<file path="config.mk">
export PLATFORM = sky130hd
export DESIGN_NAME = tile_scheduler
export DESIGN_NICKNAME = d
export VERILOG_FILES = /design/src/rtl/tile_scheduler.sv
export SDC_FILE = /design/constraint.sdc
export NUM_CORES = 2
export LEC_CHECK = 0
export BUFFER_PORTS_ARGS = -buffer_cell sky130_fd_sc_hd__buf_2
export CORE_UTILIZATION = 40
export CTS_CLUSTER_DIAMETER = 200
export DETAILED_ROUTE_END_ITERATION = 12
export GPL_TIMING_DRIVEN = 1
export PLACE_DENSITY = 0.7
export SETUP_SLACK_MARGIN = 0.2
export SLEW_MARGIN = 30
export SYNTH_ARGS = -nofsm -noshare
export SYNTH_HDL_FRONTEND = slang
export SYNTH_SLANG_ARGS = --single-unit
</file>
<file path="constraint.sdc">
create_clock -name clk -period 24.6 [get_ports clk]
set_input_delay 1.23 -clock clk [delete_from_list [all_inputs] [get_ports clk]]
set_output_delay 1.23 -clock clk [all_outputs]
set_load 0.05 [all_outputs]
</file>
<file path="src/rtl/tile_scheduler.sv">
// Walks a triangle's 32x32 tile bounding box row-major and emits GPU core slave writes.
// Latency: 8 constant writes, then 6 writes + 1 advance cycle per tile, then 1 fence write.
// Backpressure: each write holds address/data until m_wait_request is low; desc_ready only in IDLE.
module tile_scheduler (
  input  logic               clk,
  input  logic               reset,
  input  logic               desc_valid,
  output logic               desc_ready,
  input  logic [15:0]        desc_color,
  input  logic signed [18:0] desc_A01,
  input  logic signed [18:0] desc_A12,
  input  logic signed [18:0] desc_A20,
  input  logic signed [23:0] desc_B01,
  input  logic signed [23:0] desc_B12,
  input  logic signed [23:0] desc_B20,
  input  logic signed [31:0] desc_w0,
  input  logic signed [31:0] desc_w1,
  input  logic signed [31:0] desc_w2,
  input  logic [7:0]         desc_tx0,
  input  logic [7:0]         desc_ty0,
  input  logic [7:0]         desc_tx1,
  input  logic [7:0]         desc_ty1,
  input  logic [31:0]        desc_fb_base,
  input  logic [15:0]        desc_stride,
  output logic [3:0]         m_address,
  output logic               m_write,
  output logic [31:0]        m_write_data,
  input  logic               m_wait_request,
  output logic               busy,
  output logic [15:0]        tiles_issued
);

  typedef enum logic [2:0] {S_IDLE, S_CONST, S_TILE, S_ADV, S_FENCE} state_t;

  state_t      state, state_nxt;
  logic [2:0]  idx, idx_nxt;

  // Descriptor constants, A/B already sign-extended to 32 bits
  logic [15:0] color;
  logic [15:0] stride;
  logic [31:0] a01, a12, a20, b01, b12, b20;
  logic [7:0]  tx, ty, tx0, tx1, ty1;

  // Incremental per-tile state
  logic [31:0] w0, w1, w2;
  logic [31:0] wrow0, wrow1, wrow2;
  logic [31:0] row_addr, tile_addr;
  logic [31:0] nrow0, nrow1, nrow2, nrow_addr;

  logic accept, degenerate, wr_acc;

  assign desc_ready = (state == S_IDLE) && !reset;
  assign busy       = (state != S_IDLE);
  assign accept     = desc_valid && desc_ready;
  assign degenerate = (desc_tx1 < desc_tx0) || (desc_ty1 < desc_ty0);
  assign wr_acc     = m_write && !m_wait_request;

  assign nrow0     = wrow0 + (b01 << 5);
  assign nrow1     = wrow1 + (b12 << 5);
  assign nrow2     = wrow2 + (b20 << 5);
  assign nrow_addr = row_addr + ({16'd0, stride} << 5);

  // State and write-index register
  always_ff @(posedge clk or posedge reset) begin
    if (reset) begin
      state <= S_IDLE;
      idx   <= 3'd0;
    end else begin
      state <= state_nxt;
      idx   <= idx_nxt;
    end
  end

  // Next state and the write currently presented to the slave
  always_comb begin
    state_nxt    = state;
    idx_nxt      = idx;
    m_write      = 1'b0;
    m_address    = 4'd0;
    m_write_data = 32'd0;
    case (state)
      S_IDLE: begin
        if (accept && !degenerate) begin
          state_nxt = S_CONST;
          idx_nxt   = 3'd0;
        end
      end
      S_CONST: begin
        m_write = 1'b1;
        case (idx)
          3'd0:    begin m_address = 4'd1;  m_write_data = {16'd0, color}; end
          3'd1:    begin m_address = 4'd2;  m_write_data = a01; end
          3'd2:    begin m_address = 4'd3;  m_write_data = a12; end
          3'd3:    begin m_address = 4'd4;  m_write_data = a20; end
          3'd4:    begin m_address = 4'd10; m_write_data = b01; end
          3'd5:    begin m_address = 4'd11; m_write_data = b12; end
          3'd6:    begin m_address = 4'd12; m_write_data = b20; end
          default: begin m_address = 4'd9;  m_write_data = {16'd0, stride}; end
        endcase
        if (wr_acc) begin
          if (idx == 3'd7) begin
            state_nxt = S_TILE;
            idx_nxt   = 3'd0;
          end else begin
            idx_nxt = idx + 3'd1;
          end
        end
      end
      S_TILE: begin
        m_write = 1'b1;
        case (idx)
          3'd0:    begin m_address = 4'd5; m_write_data = w0; end
          3'd1:    begin m_address = 4'd6; m_write_data = w1; end
          3'd2:    begin m_address = 4'd7; m_write_data = w2; end
          3'd3:    begin m_address = 4'd0; m_write_data = 32'd0; end
          3'd4:    begin m_address = 4'd8; m_write_data = tile_addr; end
          default: begin m_address = 4'd0; m_write_data = 32'd2; end
        endcase
        if (wr_acc) begin
          if (idx == 3'd5) begin
            state_nxt = S_ADV;
            idx_nxt   = 3'd0;
          end else begin
            idx_nxt = idx + 3'd1;
          end
        end
      end
      S_ADV: begin
        if ((tx < tx1) || (ty < ty1)) state_nxt = S_TILE;
        else                          state_nxt = S_FENCE;
        idx_nxt = 3'd0;
      end
      S_FENCE: begin
        m_write      = 1'b1;
        m_address    = 4'd0;
        m_write_data = 32'd4;
        if (wr_acc) state_nxt = S_IDLE;
      end
      default: state_nxt = S_IDLE;
    endcase
  end

  // Descriptor capture and per-tile incremental stepping (adds and shifts only)
  always_ff @(posedge clk or posedge reset) begin
    if (reset) begin
      color <= '0; stride <= '0;
      a01 <= '0; a12 <= '0; a20 <= '0;
      b01 <= '0; b12 <= '0; b20 <= '0;
      tx <= '0; ty <= '0; tx0 <= '0; tx1 <= '0; ty1 <= '0;
      w0 <= '0; w1 <= '0; w2 <= '0;
      wrow0 <= '0; wrow1 <= '0; wrow2 <= '0;
      row_addr <= '0; tile_addr <= '0;
    end else if (accept) begin
      color  <= desc_color;
      stride <= desc_stride;
      a01 <= {{13{desc_A01[18]}}, desc_A01};
      a12 <= {{13{desc_A12[18]}}, desc_A12};
      a20 <= {{13{desc_A20[18]}}, desc_A20};
      b01 <= {{8{desc_B01[23]}}, desc_B01};
      b12 <= {{8{desc_B12[23]}}, desc_B12};
      b20 <= {{8{desc_B20[23]}}, desc_B20};
      tx  <= desc_tx0; ty <= desc_ty0;
      tx0 <= desc_tx0; tx1 <= desc_tx1; ty1 <= desc_ty1;
      w0 <= desc_w0; w1 <= desc_w1; w2 <= desc_w2;
      wrow0 <= desc_w0; wrow1 <= desc_w1; wrow2 <= desc_w2;
      row_addr  <= desc_fb_base;
      tile_addr <= desc_fb_base;
    end else if (state == S_ADV) begin
      if (tx < tx1) begin
        tx        <= tx + 8'd1;
        w0        <= w0 + (a01 << 5);
        w1        <= w1 + (a12 << 5);
        w2        <= w2 + (a20 << 5);
        tile_addr <= tile_addr + 32'd64;
      end else if (ty < ty1) begin
        ty        <= ty + 8'd1;
        tx        <= tx0;
        wrow0     <= nrow0;
        wrow1     <= nrow1;
        wrow2     <= nrow2;
        w0        <= nrow0;
        w1        <= nrow1;
        w2        <= nrow2;
        row_addr  <= nrow_addr;
        tile_addr <= nrow_addr;
      end
    end
  end

  // Count tiles whose start-write-to-RAM command was accepted
  always_ff @(posedge clk or posedge reset) begin
    if (reset) tiles_issued <= 16'd0;
    else if (state == S_TILE && idx == 3'd5 && wr_acc) tiles_issued <= tiles_issued + 16'd1;
  end

endmodule

</file>
==> results.md <==
- Pins Over Slew Limit: 0
- Leakage: 0.01758 uW
- Yosys cell types: 80
- First-pass GRT wire length: 179.3 mm
- Worst slew margin: 32.53%
- Die X: 284.1 um
- Layout cell share with drive strength beyond 1: 14.42%
- CTS hold repair buffers: 0
- Part of the cycle the worst path needs: between 20% and 30%
- Final hold vios: 0
- Vias in the first global route: 29540
- Wirelength per Cell: ~23 um
- FF-to-FF setup slack: 19.92 ns
- Dpl cell area: 0.03471 mm^2
- Cell family with most CP delay: simple AND/OR/NAND/NOR gates
- Core area: 0.07887 mm^2
- Critical path peak fanout: 18
- Initial antenna violation count: 14
- Max Clock Skew: 0.01738 ns
- Area of the multi-input gates: approximately 0.019 mm^2
- Worst Setup Path Type: reg -> out
- Post-synthesis instance total: 3855
- Largest net degree at the start of global routing: ~160
- Peak VDD IR: between 0.00009 and 0.0001 V
- Clock Sinks: 479
- RSZ-0062 raised after global routing: no
- Max_cap viols: 0
- Outcome: finished, final reports clean
- Clk slew on worst S/H paths: ~0.070 ns
- # rows: slightly above 100
- Syn Nets: 4398
- Predominant post-synthesis flop cell: dfrtp_1
- Drt via density: between 5 and 6
- Clk buf depth: 3
- Yosys reg bits: 479
- Post-DRT Antenna Nets: 0
- Die height: 284.1 um
- PostCTS Resize Cnt: 0
- Register area share after synthesis: 37.65%
- Fillers: ~7700
- Final setup viols: 0
- Tightest Pin Transition: 1.010 ns
- I/O Pins: 380
- Clk_lat worst skew: 0.64 ns
- Post-synthesis area per instance: 8.258 um^2
- Aggregate routed wire length: 119.4 mm
- Crit path buf inv count: 2
- Via Count: about 31000
- Critical path arrival: 4.12 ns
- Crit path cell chain: inv_1, ha_1, and2_1, a22o_1, a221oi_1, and3_1, o22ai_1, buf_2
- DR DRC count: 0
- CTS tree: built
- Peak Freq: between 150 and 200 MHz
- Crit path time final: 5.346 ns
- Number of port buffers: 379
- Iteration-0 DRC Markers: 3381
- Fin area: between 0.03 and 0.04 mm^2
- Total global routing overflow: 0
- H-tree levels: 2
- Placer Congestion: 0.9838
- Ys async rst share: 100.0%
- Cts bufs inserted: 56
- Global Route Usage Sum: 28.88%
- Data required time at the worst endpoint: 23.37 ns
- Post-CTS setup buffers: 0
- Critical path's largest stage delay: between 0.7 and 0.8 ns
- PwrDens: 168.6 mW/mm^2
- Synthesis warning total: 0
- Starting Density: 40.36%
- Die ar.: 0.08072 mm^2
- HPWL Detailed: 87.60 mm
- Nets@finish: 4671
- FF/Latch Area: ~0.012 mm^2
- Slowest cell on crit path: and2_1
- CP Capture Type: primary output
- Root Driver: clkbuf_16
- Share of the synthesized area in the top cell type: approximately 38%
- Largest cells by area after synthesis: dfrtp_1, nand2_1, ha_1, a21oi_1, xnor2_1
- Area Growth Syn to Fin: 15.69%
- Mapped cell area: 0.03183 mm^2
- Hold Crit Class: reg -> reg
- Drt pass-1 iters: 7
- Fin Setup TNS: 0 ns
- CP startpoint kind: flip-flop
- Number of synthesized flops with an enable pin: 0
- Synth area leader: dfrtp_1
stage by stage:
stage,instances,utilization (%),power [uW],hold WS [ns],worst slack (ns)
after global placement,5117,43.94,5086,0.4539,19.49
after CTS,5225,46.65,6137,0.4772,19.43
after floorplan,3855,-,4125,0.4417,9.987
after global routing,5228,46.68,6632,0.4937,19.10
after detailed placement,5120,44.01,5155,0.4572,19.94
final,5233,46.69,6208,0.4717,19.25
worst paths after layout:
path | from | endpoint | depth (start not counted)
setup / recovery | idx[1] | m_write_data[12] | 8
hold / removal | color[15] | color[15] | 2
setup reg to reg | ty[4] | wrow2[31] | 11
hold reg to reg | color[15] | color[15] | 2
max in group asynchronous | reset | a20[5] | 4
min in group asynchronous | reset | tx[7] | 2
cell usage in the layout, fill, tap and decap left out, types with 41 or more instances in the layout:
master and count:
mux2_2 41, dfrtp_1 478, nand3_1 90, nand2_1 936
buf_2 380, clkbuf_16 56, o21ai_1 58, a22o_1 50
xnor2_1 129, a21oi_1 271, a21o_1 70, o21ai_0 215
a221oi_1 43, inv_1 103, ha_1 211, xor2_1 52
nor2_1 242, a31oi_1 72
Yosys cell counts (41+ instances only):
library cell,count
nand2_1,937
dfrtp_1,479
a21oi_1,272
nor2_1,246
o21ai_0,215
ha_1,211
clkbuf_1,146
xnor2_1,129
inv_1,104
nand3_1,91
a31oi_1,72
a21o_1,70
o21ai_1,59
xor2_1,52
a22o_1,50
a221oi_1,43
mux2_2,41
state kept, by name, indices dropped and copies added (netlist names), 16 cells and up:
name          cells
tiles_issued     16
w0               32
a12              19
b01              24
w2               32
a20              19
row_addr         32
wrow0            32
stride           16
b12              24
a01              19
w1               32
b20              24
wrow1            32
color            16
tile_addr        32
wrow2            32
worst min-delay path, delay by kind of cell, from the launching register on:
| family | cells | cell delay [ns] |
|---|---|---|
| flops | 1 | 0.34 |
| simple gates | 2 | 0.11 |
kinds of logic after synthesis:
| group | after synthesis | synth area share [%] |
|---|---|---|
| buffers and inverters | 310 | 3.797 |
| flip-flops | 479 | 37.65 |
| multiplexers | 64 | 2.177 |
| AND/OR/NAND/NOR | 1471 | 19.32 |
| adder cells (fa/ha/maj) | 218 | 8.733 |
| XOR/XNOR | 181 | 4.980 |
| AO/OA/AOI/OAI | 1132 | 23.34 |
per-layer routing:
layer  track usage (%)  part of all wire, %  vias up
met1             39.52                   41    14900
li1                  -                    -    14290
met5                 0                0.065        -
met3             5.907                   10      277
met4             14.06                  5.2       12
met2             43.38                   43     1618
where the power goes:
group	internal, uW	switching [uW]	total [uW]	leakage [uW]
combinational	1400	2230	3630	0.0107
clock	578	374	952	0.00102
sequential	1160	466	1620	0.00581
final cells by class:
class	instances	share of cell area, %
clock inverters	33	1.393
repair buffers	419	6.132
inverters	106	1.114
well taps	1050	3.567
clock buffers	72	4.267
flip-flops and latches	479	32.55
diodes	8	0.05436
multi-input cells	3066	50.92
Note: power is estimated with default switching activity, not from simulation.
